## config.mk

```make
export PLATFORM = sky130hd
export DESIGN_NAME = regfile_write_arbiter
export DESIGN_NICKNAME = d
export VERILOG_FILES = /design/src/rtl/regfile_write_arbiter.sv
export SDC_FILE = /design/constraint.sdc
export NUM_CORES = 1
export LEC_CHECK = 0
export CORE_ASPECT_RATIO = 1.1
export CORE_UTILIZATION = 39
export DETAILED_ROUTE_END_ITERATION = 10
export PLACE_DENSITY = 0.89
export SYNTH_ARGS = -nofsm -noshare
export SYNTH_HDL_FRONTEND = slang
export SYNTH_SLANG_ARGS = --single-unit
```

## constraint.sdc

```tcl
create_clock -name clk -period 2.57 [get_ports clk]
set_clock_uncertainty 0.05 [all_clocks]
set_input_delay 0.6425 -clock clk [delete_from_list [all_inputs] [get_ports clk]]
set_output_delay 0.6425 -clock clk [all_outputs]
set_load 0.1 [all_outputs]
```

## src/rtl/regfile_write_arbiter.sv

```systemverilog
// regfile_write_arbiter
// Round-robin arbiter that shares the single write port of the 64-bit x 32
// register file between two writeback sources: A (ALU) and B (load).
// The winning write is registered one cycle before it reaches the file.
// Writes to x0 are accepted but never assert the file's write enable.
// A saturating counter records the cycles in which both sources contended.
//
// Handshake: a transfer happens on a rising edge where x_valid & x_ready.
// A requester holds valid/rd/data stable until it sees ready. Ready may
// depend combinationally on valid, but valid must never depend on ready.
// At most one ready is high in any cycle, and both are low while rf_hold
// is 1 or while reset is asserted.
module regfile_write_arbiter #(
   parameter int DATA_WIDTH = 64,
   parameter int ADDR_WIDTH = 5,
   parameter int CNT_WIDTH  = 16
) (
   input  logic                  clk,
   input  logic                  reset,
   input  logic                  a_valid,
   input  logic [ADDR_WIDTH-1:0] a_rd,
   input  logic [DATA_WIDTH-1:0] a_data,
   output logic                  a_ready,
   input  logic                  b_valid,
   input  logic [ADDR_WIDTH-1:0] b_rd,
   input  logic [DATA_WIDTH-1:0] b_data,
   output logic                  b_ready,
   input  logic                  rf_hold,
   output logic [ADDR_WIDTH-1:0] rf_rd,
   output logic                  rf_reg_write,
   output logic [DATA_WIDTH-1:0] rf_write_data,
   output logic [CNT_WIDTH-1:0]  conflict_count,
   output logic                  prio
);

   // Priority state: 0 favours A, 1 favours B on contention.
   logic                  r_prio;
   logic [ADDR_WIDTH-1:0] r_rf_rd;
   logic                  r_rf_reg_write;
   logic [DATA_WIDTH-1:0] r_rf_write_data;
   logic [CNT_WIDTH-1:0]  r_conflict_count;

   logic                  w_a_grant;
   logic                  w_b_grant;
   logic                  w_contend;
   logic                  w_cnt_full;

   // Grant decode: a lone requester wins; on contention prio picks the winner.
   // Reset gating keeps both readies low for the whole reset interval.
   always_comb begin
      w_a_grant = 1'b0;
      w_b_grant = 1'b0;
      if (reset && !rf_hold) begin
         w_a_grant = a_valid && (!b_valid || !r_prio);
         w_b_grant = b_valid && (!a_valid ||  r_prio);
      end
   end

   assign w_contend  = a_valid && b_valid && !rf_hold;
   assign w_cnt_full = (r_conflict_count == {CNT_WIDTH{1'b1}});

   // Round-robin pointer: after any transfer, point at the loser.
   always_ff @(posedge clk or negedge reset) begin
      if (!reset) begin
         r_prio <= 1'b0;
      end else if (w_a_grant) begin
         r_prio <= 1'b1;
      end else if (w_b_grant) begin
         r_prio <= 1'b0;
      end
   end

   // Output register toward the register file; x0 writes never enable it.
   always_ff @(posedge clk or negedge reset) begin
      if (!reset) begin
         r_rf_rd         <= '0;
         r_rf_reg_write  <= 1'b0;
         r_rf_write_data <= '0;
      end else if (w_a_grant) begin
         r_rf_rd         <= a_rd;
         r_rf_reg_write  <= (a_rd != '0);
         r_rf_write_data <= a_data;
      end else if (w_b_grant) begin
         r_rf_rd         <= b_rd;
         r_rf_reg_write  <= (b_rd != '0);
         r_rf_write_data <= b_data;
      end else begin
         r_rf_reg_write  <= 1'b0;
      end
   end

   // Saturating contention counter, cleared only by reset.
   always_ff @(posedge clk or negedge reset) begin
      if (!reset) begin
         r_conflict_count <= '0;
      end else if (w_contend && !w_cnt_full) begin
         r_conflict_count <= r_conflict_count + CNT_WIDTH'(1);
      end
   end

   assign a_ready        = w_a_grant;
   assign b_ready        = w_b_grant;
   assign rf_rd          = r_rf_rd;
   assign rf_reg_write   = r_rf_reg_write;
   assign rf_write_data  = r_rf_write_data;
   assign conflict_count = r_conflict_count;
   assign prio           = r_prio;

endmodule

```

Word level (Yosys, flattened, before mapping). Index checks and enable logic that the tools add are counted.

Bits in registers: 87. Latch bits: 0. RAM bits: 0. Bits in read-only memories: 0. Bits of input ports: 143. Output and inout port bits: 89. Memories kept: 0.

Add/subtract/negate cells: 1. $mul: 0. Divide/modulo/power cells: 0. Order comparisons: 0. Eq/ne operators: 1. Shift-type cells: 0. Mux-type cells: 10. Bitwise gates (word level): 0. Reduce and logical (&&, ||, !) cells: 16.

Operator list (number): 64-bit two-way mux (2); 16-bit by 1-bit adder with 16-bit output (second input constant) (1); 16-bit equality test (second input constant) (1); 5-bit two-way mux (2); 5-bit nonzero test (2); 1-bit logical AND (6); 1-bit two-way mux (6); 1-bit logical NOT (5); 1-bit logical OR (2); 2-bit nonzero test (1).

Depth between registers and ports, before layout.
Depth in word-level cells: 6. Mapped depth: 6.

Least setup slack after synthesis. No wires, ideal clock.

Path kind: flip-flop to output port. From: reg r_prio (netlist: prio). To: out a_ready. Arrival time: 2.209 ns. Required time: 1.877 ns. Slack: -0.332 ns. Cell stages (with the launch flop): 6. Buffers on the path: 2. Cells stage by stage: dfrtp_1 nand2_1 nand3_1 clkbuf_1 clkbuf_1 inv_1.

Longest elaborated chain between the ends: 4.

RTL lines: from (decl) (line 37) `logic r_prio;`; from (signal assigned) (line 65) `r_prio <= 1'b0;`; from (signal assigned) (line 67) `r_prio <= 1'b1;`; from (signal assigned) (line 69) `r_prio <= 1'b0;`; 1-bit logical NOT (line 54) `w_a_grant = a_valid && (!b_valid || !r_prio);`; 1-bit logical OR (line 54); 1-bit logical AND (line 54); 1-bit two-way mux (line 53) `if (reset && !rf_hold) begin`; to (decl) (line 23) `output logic a_ready,`.

No other way between the ends.

Final worst setup path.
From: in rf_hold. To: out a_ready.

Longest elaborated chain between the ends: 3.

RTL lines: from (decl) (line 28) `input logic rf_hold,`; 1-bit logical NOT (line 53); 1-bit logical AND (line 53); 1-bit two-way mux (line 53).

No other way between the ends.

==> results.rst <==
.. list-table::
   :header-rows: 1

   * - Metric
     - Value
   * - Result of the run
     - finished clean
   * - Placement Rows
     - 38
   * - Arrival time worst endpoint
     - 1.79 ns
   * - Count of cell types in the netlist
     - 29
   * - IR Drop Worst-Case VDD
     - 0.8601 mV
   * - Width of the chip
     - 99.35 um
   * - Net Count, Synth
     - 539
   * - Maxcap violations
     - 0
   * - Async S/R FF share, synth
     - 100.0%
   * - Initial antenna violation count
     - 0
   * - Crit. Startpoint
     - rf_hold
   * - Yosys Warn Count
     - 0
   * - Total of flip-flops plus latches after synthesis
     - 87
   * - Number of enable flip-flop cells after synthesis
     - 0
   * - Routability cong.
     - 0.8523
   * - Slew Viols, Final
     - 0
   * - Highest achievable clock rate
     - 402.1 MHz
   * - First-pass GRT wire length
     - 18,510 um
   * - IO Pins
     - 232
   * - Met1 track utilization from global routing
     - 24.89%
   * - Slack of the worst reg-to-reg path
     - 0.59 ns
   * - Maximum number of pins on one net before global-route repair
     - 140
   * - Mean Syn Cell Area
     - 10.29 um2
   * - Fraction of post-synthesis cell area in the top cell type by area
     - 53.55%
   * - Area growth, synth to finish
     - 60.88%
   * - Residual antenna-violating net count after detailed routing
     - 0
   * - Pwr Total
     - 6.564 mW
   * - Post-detailed-route wirelength per cell
     - between 15 and 20 um
   * - Floorplan die area
     - 10,840 um2
   * - CP Data Required Time
     - 1.88 ns
   * - Synth Instances
     - 395
   * - Time the final worst path needs with I/O delays and setup
     - 2.487 ns
   * - Area of the placeable core
     - 9985 um2
   * - Clock Sink Count
     - 87
   * - M2 GR Usage
     - 38.64%
   * - Final setup vio count
     - 0
   * - Type of element launching the critical path
     - input pin
   * - Starting utilization of the core area
     - 40.71%
   * - Critical-path maximum fanout
     - 3
   * - Global routing usage summed across all routing layers
     - 22.14%
   * - Post-CTS setup buffer count
     - 0
   * - Worst slew margin relative to its limit
     - 26.87%
   * - Met3 GRT Util
     - 6.667%
   * - Area leader, netlist
     - sky130_fd_sc_hd__dfrtp_1
   * - Share of post-route cells with drive strength above 1
     - 20.32%
   * - Peak-usage layer in the global routing report
     - met2
   * - Reg2reg start
     - conflict_count[0]
   * - Most area-consuming cells after synthesis
     - sky130_fd_sc_hd__dfrtp_1 54%, sky130_fd_sc_hd__mux2i_1 17%, sky130_fd_sc_hd__a21oi_1 9.1%, sky130_fd_sc_hd__nor2_1 6.9%, sky130_fd_sc_hd__xor2_1 2.4%
   * - IO Port Bufs
     - 231
   * - Total via count in the routed design
     - 3,845
   * - Vias per cell
     - 5.127
   * - Worst skew pair latency
     - 0.34 ns
   * - Reg-to-Reg End
     - conflict_count[1]
   * - Element type at the critical path end
     - primary output
   * - Cell at the root of the clock tree
     - sky130_fd_sc_hd__clkbuf_8
   * - Cts bufs inserted
     - 9
   * - Transition time at the pin with the least slew margin
     - roughly 1.1 ns
   * - Total negative slack
     - 0 ns
   * - Number of gates resized after CTS
     - 0
   * - Clock tree from TritonCTS
     - done
   * - Die height
     - between 100 and 150 um
   * - Netlist area before placement
     - 4065 um2
   * - Buffer levels on the longest clock path
     - 2
   * - ANT cells
     - 0
   * - Worst hold path class
     - register to register
   * - Sequential element share of the synthesized area
     - 53.55%
   * - Number of endpoints with negative hold slack in the final report
     - 0
   * - Most used DFF post-synth
     - sky130_fd_sc_hd__dfrtp_1
   * - DRC violation count after routing
     - 0
   * - Initial DRC Count
     - between 80 and 90
   * - Reg area
     - roughly 2200 um2
   * - Final WL
     - 12,360 um
   * - DR pass1 iterations
     - 4
   * - Setup CP Type
     - input pin to primary output
   * - Via count of the first global-routing pass
     - approximately 3,800
   * - Number of H-tree levels
     - 3
   * - Congestion Overflow GR
     - 0
   * - Unrepaired setup endpoints after global routing
     - no
   * - Final critical-path share of the clock period
     - 96.77%
   * - Standby leakage power
     - ~2.8 nW
   * - Hpwl dp
     - between 9000 and 10,000 um
   * - R2R depth
     - 5
   * - Worst-path clk slew
     - 0.08 ns
   * - Fill cells
     - ~800
   * - Critical path destination
     - a_ready
   * - Nets
     - 769
   * - Total power divided by cell area
     - 1004 nW/um2
   * - Combined area of the multi-input logic cells
     - 1802 um2
   * - Hold-fix buffers at CTS
     - 0
where the power goes:
group	switching, mW	leakage (nW)	internal [mW]
Combinational	2.91	1.68	0.862
Clock	0.492	0.0918	0.373
Sequential	0.230	1.01	1.69
critical path, cell delays in order:
cell,delay [ns]
sky130_fd_sc_hd__clkdlybuf4s50_1,0.43
sky130_fd_sc_hd__nor2b_1,0.20
sky130_fd_sc_hd__buf_4,0.15
sky130_fd_sc_hd__nand3_4,0.09
sky130_fd_sc_hd__clkinvlp_4,0.09
sky130_fd_sc_hd__buf_12,0.17
Yosys cell counts, types with 4 or more instances:
cell type                  instances
sky130_fd_sc_hd__clkbuf_1         15
sky130_fd_sc_hd__buf_2             8
sky130_fd_sc_hd__o21ai_0           4
sky130_fd_sc_hd__mux2i_1          69
sky130_fd_sc_hd__xor2_1           11
sky130_fd_sc_hd__a21oi_1          74
sky130_fd_sc_hd__nand3_1          10
sky130_fd_sc_hd__nand2_1           6
sky130_fd_sc_hd__nor4_1            6
sky130_fd_sc_hd__nor3_1            5
sky130_fd_sc_hd__dfrtp_1          87
sky130_fd_sc_hd__nor2_1           75
routing by layer:
metal / vias to the layer above / wire (um)
met2: 161 / 6151
met4: 0 / 352
li1: 1849 / -
met5: - / 0
met3: 27 / 1043
met1: 1808 / 4808
cell usage in the layout (no fill, tap or decap), drive strengths merged, types with 2 or more instances in the layout:
master         synthesis  routed
clkinv                 0       5
and3                   3       3
nor2                  75      75
nand4                  4       4
nand3                 10      10
clkdlybuf4s50          0     141
nor4                   8       8
a21oi                 74      74
o21ai                  4       4
clkinvlp               0       2
or4                    4       4
clkbuf                15      10
mux2i                 69      69
buf                    8     101
nor3                   5       5
nand2                  6       6
xor2                  11      11
dfrtp                 87      87
worst min-delay path by stage:
stage                       startpoint                  to  slack, ns  cells past startpoint
finish               conflict_count[0]   conflict_count[0]       0.46                      1
detailed placement   conflict_count[0]   conflict_count[0]       0.45                      1
floorplan                        reset   conflict_count[0]       0.30                      0
global route        conflict_count[15]  conflict_count[15]       0.48                      1
global placement     conflict_count[0]   conflict_count[0]       0.44                      1
CTS                  conflict_count[0]   conflict_count[0]       0.47                      1
cells by family (layout without fill, tap and decap cells):
group	after synthesis	in the layout	synth area share [%]
simple gates	120	120	13.79
xor+xnor	11	11	2.370
mux	70	70	17.27
buf+inv	25	260	2.555
fa+ha+maj	1	1	0.3077
flops	87	87	53.55
compound gates	81	81	10.16
state kept, by name, indices dropped and copies added (netlist names):
name            flops
conflict_count     16
rf_reg_write        1
rf_write_data      64
prio                1
rf_rd               5
metrics by stage:
stage	utilization, %	instance area [um2]	hold WS (ns)	setup slack [ns]	instances
finish	65.50	6540	0.4590	0.08303	750
global route	65.50	6540	0.4842	0.01416	750
CTS	65.50	6540	0.4653	0.06894	750
detailed placement	63.76	6366	0.4514	0.06410	734
global placement	63.76	6366	0.4389	0.07995	734
floorplan	-	4076	0.2969	0.005238	395
final cells by class:
type                       instances  area share [%]
sequential                        87           33.38
multi-input combinational        283           27.55
clock inverter                     6          0.5548
clock buffer                      10           2.104
timing repair buffer             242           33.94
tap                              120           2.296
inverter                           2          0.1722
No activity file was read; power rests on OpenSTA's default activity.
